**src/rtl/cache_controller.sv**
```systemverilog
// ---------------------------------------------------------------------------
// cache_controller
//
// Sequences a 2-way, 64-set, 2-word-line data cache between the MEM stage
// and the SRAM controller. The cache policy is read-allocate, write-through
// and write-no-allocate. A write that hits invalidates the matching line.
// The pipeline is stalled through `ready` while an SRAM transaction is
// outstanding.
//
// Optional feature (macro CACHE_STATS_EN): adds saturating hit/miss counters
// on the hit_cnt / miss_cnt outputs. Without the macro, those ports do not
// exist.
//
// Ports:
//   clk, rst           rising-edge clock, asynchronous active-low reset
//   address, wdata     CPU byte address (word aligned) and store data
//   mem_r_en, mem_w_en CPU load/store requests, held until ready
//   rdata, ready       load data and request-complete / no-stall
//   cache_*            lookup, fill, invalidate and hit interface to the cache
//   sram_*             line read / word write interface to the SRAM controller
//   hit_cnt, miss_cnt  statistics counters (CACHE_STATS_EN only)
// ---------------------------------------------------------------------------
module cache_controller #(
    parameter logic [31:0] BASE_ADDR = 32'd1024,
    parameter int          CADDR_W   = 19
) (
    input  logic               clk,
    input  logic               rst,
    input  logic [31:0]        address,
    input  logic [31:0]        wdata,
    input  logic               mem_r_en,
    input  logic               mem_w_en,
    output logic [31:0]        rdata,
    output logic               ready,
    output logic [CADDR_W-1:0] cache_addr,
    output logic               cache_r_en,
    output logic               cache_fill,
    output logic [63:0]        cache_line,
    output logic               cache_inval,
    input  logic               cache_hit,
    input  logic [31:0]        cache_rdata,
    output logic [CADDR_W-1:0] sram_addr,
    output logic [31:0]        sram_wdata,
    output logic               sram_r_en,
    output logic               sram_w_en,
    input  logic               sram_ready,
    input  logic [63:0]        sram_rdata
`ifdef CACHE_STATS_EN
    ,
    output logic [31:0]        hit_cnt,
    output logic [31:0]        miss_cnt
`endif
);

    typedef enum logic [1:0] {
        IDLE    = 2'd0,
        RD_MISS = 2'd1,
        FILL    = 2'd2,
        WR      = 2'd3
    } state_t;

    state_t       state_q, state_d;
    logic [63:0]  line_q, line_d;
    logic [CADDR_W-1:0] rel_addr;

    // 32-bit subtraction, truncated to the cache/SRAM address width.
    assign rel_addr   = CADDR_W'(address - BASE_ADDR);
    assign cache_addr = rel_addr;
    assign cache_line = line_q;
    assign sram_wdata = wdata;

    always_comb begin
        state_d     = state_q;
        line_d      = line_q;
        ready       = 1'b0;
        rdata       = 32'd0;
        cache_r_en  = 1'b0;
        cache_fill  = 1'b0;
        cache_inval = 1'b0;
        sram_r_en   = 1'b0;
        sram_w_en   = 1'b0;
        sram_addr   = rel_addr;

        // While reset is held, outputs sit at their idle values regardless
        // of the CPU requests so nothing downstream sees a spurious strobe.
        if (!rst) begin
            ready = 1'b1;
        end else begin
            unique case (state_q)
                IDLE: begin
                    cache_r_en = mem_r_en;
                    if (mem_w_en) begin
                        // Write wins over a simultaneous read.
                        cache_inval = cache_hit;
                        state_d     = WR;
                    end else if (mem_r_en) begin
                        if (cache_hit) begin
                            ready = 1'b1;
                            rdata = cache_rdata;
                        end else begin
                            state_d = RD_MISS;
                        end
                    end else begin
                        ready = 1'b1;
                    end
                end
                RD_MISS: begin
                    sram_r_en = 1'b1;
                    // Line reads are always aligned to the two-word line.
                    sram_addr = {rel_addr[CADDR_W-1:3], 1'b0, rel_addr[1:0]};
                    if (sram_ready) begin
                        line_d  = sram_rdata;
                        state_d = FILL;
                    end
                end
                FILL: begin
                    cache_fill = 1'b1;
                    ready      = 1'b1;
                    rdata      = address[2] ? line_q[63:32] : line_q[31:0];
                    state_d    = IDLE;
                end
                WR: begin
                    sram_w_en = 1'b1;
                    if (sram_ready) begin
                        ready   = 1'b1;
                        state_d = IDLE;
                    end
                end
                default: state_d = IDLE;
            endcase
        end
    end

    always_ff @(posedge clk or negedge rst) begin
        if (!rst) begin
            state_q <= IDLE;
            line_q  <= 64'd0;
        end else begin
            state_q <= state_d;
            line_q  <= line_d;
        end
    end

`ifdef CACHE_STATS_EN
    logic [31:0] hit_cnt_q, hit_cnt_d;
    logic [31:0] miss_cnt_q, miss_cnt_d;
    logic        idle_rd;

    function automatic logic [31:0] sat_inc(input logic [31:0] v, input logic en);
        return (en && (v != 32'hFFFF_FFFF)) ? v + 32'd1 : v;
    endfunction

    // Only reads that are not overridden by a simultaneous write count.
    assign idle_rd = (state_q == IDLE) && mem_r_en && !mem_w_en;

    always_comb begin
        hit_cnt_d  = sat_inc(hit_cnt_q, idle_rd && cache_hit);
        miss_cnt_d = sat_inc(miss_cnt_q, idle_rd && !cache_hit);
    end

    always_ff @(posedge clk or negedge rst) begin
        if (!rst) begin
            hit_cnt_q  <= 32'd0;
            miss_cnt_q <= 32'd0;
        end else begin
            hit_cnt_q  <= hit_cnt_d;
            miss_cnt_q <= miss_cnt_d;
        end
    end

    assign hit_cnt  = hit_cnt_q;
    assign miss_cnt = miss_cnt_q;
`endif

endmodule

```
**config.mk**
```make
export PLATFORM = sky130hd
export DESIGN_NAME = cache_controller
export DESIGN_NICKNAME = d
export VERILOG_FILES = /design/src/rtl/cache_controller.sv
export SDC_FILE = /design/constraint.sdc
export NUM_CORES = 1
export LEC_CHECK = 0
export ABC_AREA = 0
export CAP_MARGIN = 5
export CORE_AREA = 2 2 130 132
export CTS_BUF_LIST = sky130_fd_sc_hd__clkbuf_8
export DETAILED_ROUTE_END_ITERATION = 8
export DIE_AREA = 0 0 132 134
export HOLD_SLACK_MARGIN = 0.02
export PLACE_DENSITY_LB_ADDON = 0.05
export SYNTH_ARGS = -nofsm -noshare
export SYNTH_HDL_FRONTEND = slang
export SYNTH_SLANG_ARGS = --single-unit
```
**constraint.sdc**
```tcl
create_clock -name clk -period 2.2 [get_ports clk]
set_input_delay 0.44 -clock clk [delete_from_list [all_inputs] [get_ports clk]]
set_output_delay 0.44 -clock clk [all_outputs]
set_load 0.01 [all_outputs]
```
==> impl_metrics.csv <==
group,metric,value,unit
synth,syn_inst,317,
grt,overflow,0,
synth,synth_fp_nets,484,
die,coreArea,16300,sq um
clocking,path_clk_slew,0.08,ns
synth,ys_seq_elements,66,
die,dieWidth,132,um
routing,vias_per_cell,4.33,
clocking,cts_max_path_buffers,2,
min_path,holdCritPathClass,"input port to asynchronous set/reset pin",
timing,finalWorstSetupSlack,-0.121,ns
setup_path,cp_max_fo,7,
timing,worstMarginPinSlew,0.515,ns
timing,setup-violations-final,29,
synth,synth.area.top_cells,"dfrtp_1 (42%), mux2_2 (18%), buf_4 (12%), mux2i_1 (8.4%), o2bb2ai_1 (6.2%)",
finish,final_util,40.0,%
setup_path,crit_path_end_kind,"primary output",
finish,fin_nets,688,
routing,drt_iter0_markers,70,
routing,vias,3226,
clocking,cts.sinks,66,
grt,grt_pass1_wl,20500,um
routing,drtPass1Iterations,3,
timing,fin_crit_sh,106,%
die,fp.dieH,134,um
synth,synth-edff-count,0,
die,die-area,17700,sq um
timing,holdWs,0.253,ns
power_and_ir_drop,powerDensity,1040,nW/um^2
routing,drc,0,
timing,skew,0.0119,ns
outcome,status,"finished with violations",
power_and_ir_drop,irDropWorstVdd,0.000352,V
finish,areaGrowthSynthToFinish,65.0,%
timing,final-hold-violation-count,0,
timing,slew_viol_final,0,
clocking,h-tree-depth,3,
setup_path,setup.worst_path.start_class,"flop",
finish,diodes,0,
setup_path,critPathArrivalTime,1.88,ns
grt,grt_usage,15.3,%
clocking,root_buffer,"clkbuf_8",
timing,relSlewSlack,65.7,%
power_and_ir_drop,p_leak,0.00288,uW
die,num_rows,47,
synth,yosysWarnings,0,
outcome,failed_checks,"negative setup slack",
synth,syn_area,3940,sq um
synth,synth.distinct_cells,34,
routing,wire_per_inst,18.7,um
die,start_util,24.2,%
finish,drive_gt1_share,37.3,%
setup_path,crit_type,"flop to primary output",
placement,hpwl,10000,um
synth,synthTopCellsByCount,"dfrtp_1 (66), mux2_2 (64), buf_4 (61)",
synth,synth.most_common_cell,"dfrtp_1",
setup_path,r2r_slack,0.57,ns
grt,grt_pass1_vias,3410,
setup_path,reg2reg_from,"state_q[0]",
grt,grt_max_degree,65,
setup_path,r2r-end,"cache_line[51]",
clocking,cts_made_buffers,9,
placement,port_buffers,233,
synth,avgSynthCellArea,12.4,sq um
grt,antenna_found_initial,0,
routing,routed_wl,13900,um
timing,fin_crit,2.32,ns
synth,synth-main-ff-cell,"dfrtp_1",
power_and_ir_drop,finalPower,6790,uW
placement,gp_congestion,0.743,
run,cap_violations,0,
setup_path,required,1.76,ns
clocking,cts_tree,"done",
timing,grt_setup_unrepaired,"yes",
synth,synth_top_area_share,41.9,%
setup_path,reg2regPathDepth,4,
routing,ant_nets,0,
timing,fmax,0.431,GHz
synth,synthArstFlopShare,100,%
synth,ys_seq_area_share,41.9,%
synth,yosysTopAreaCell,"dfrtp_1",
die,ios,338,
clocking,clkLatencyLatePin,0.35,ns
placement,dpl_worst_slack,-0.640,ns
cells by family after synthesis:
group	synth area share (%)
AND/OR/NAND/NOR	4.06
flip-flops	41.9
multiplexers	26.6
buffers and inverters	16.9
adder cells (fa/ha/maj)	0.317
AO/OA/AOI/OAI	8.66
XOR/XNOR	1.55
worst max path at each step:
stage,to,startpoint,slack (ns),depth (start not counted)
global placement,cache_addr[17],address[14],-0.61,5
global route,rdata[22],state_q[0],-0.19,7
CTS,rdata[7],state_q[1],-0.21,8
detailed placement,sram_addr[17],address[14],-0.64,5
floorplan,sram_addr[18],address[14],0.14,4
finish,rdata[24],state_q[0],-0.12,7
repair_timing:
action | 4_1_cts | 5_1_grt
hold buffers | 0 | 0
cloned | 3 | 0
gates resized for setup | 209 | 32
endpoints found under the setup margin | 51 | 43
pin swaps | 7 | 4
setup buffers | 10 | 4
worst max-delay path, stage by stage (launching register included):
cell and delay, ns:
dfrtp_1 0.40, and4bb_1 0.30, and3_4 0.22, buf_12 0.13, buf_12 0.14, buf_4 0.11, o2bb2ai_2 0.09, buf_2 0.14
layout by cell type (no fill, tap or decap), types with 2 or more instances in the layout:
cell type        netlist  final
mux2i_1               33     33
o2bb2ai_4              0      5
nor2_1                 4      3
clkbuf_8               0     11
nand2_1                3      3
o2bb2ai_2              4     14
clkdlybuf4s15_2        0      3
o2bb2ai_1             28     13
dfrtp_1               66     66
buf_6                  8     12
xor2_1                 6      6
inv_1                  7      7
clkdlybuf4s50_1        0    170
dlymetal6s2s_1         0      5
inv_2                  0      2
buf_4                 61     28
nor4_4                 2      3
mux2_2                64     64
buf_2                  6     39
buf_12                 1      6
dlygate4sd2_1          0      9
layer usage:
layer | share of wire (%) | up-vias | GRT usage, %
met1 | 39 | 1538 | 17.0
met5 | 0 | - | 0
met3 | 8.6 | 35 | 6.31
li1 | - | 1478 | -
met4 | 2.5 | 0 | 5.80
met2 | 50 | 175 | 26.3
state kept, by name, indices dropped and copies added, names as in the netlist:
name / cells
state_q: 2
cache_line: 64
power by group:
group / leakage [uW] / switching (uW) / internal [uW]
logic: 0.00200 / 1410 / 2130
registers: 0.000793 / 488 / 1830
clock network: 0.0000938 / 472 / 455
total: 0.00288 / 2370 / 4420
final cells by class:
cell class / instances / area (sq um)
Fill cell: 1612 / 9780
Timing Repair Buffer: 274 / 2570
Multi-Input combinational cell: 163 / 1810
Sequential cell: 66 / 1650
Tap cell: 220 / 275
Clock buffer: 11 / 151
Inverter: 7 / 26.3
Clock inverter: 4 / 20.0
stage by stage:
stage / TNS [ns] / cells / cell area [sq um]
after CTS: -3.32 / 743 / 6380
after global routing: -3.87 / 745 / 6510
after detailed placement: -22.47 / 715 / 6140
after global placement: -21.82 / 715 / 6140
after floorplan: 0 / 317 / 3940
final: -1.45 / 745 / 6510
Power figures use the tool's default switching activity.
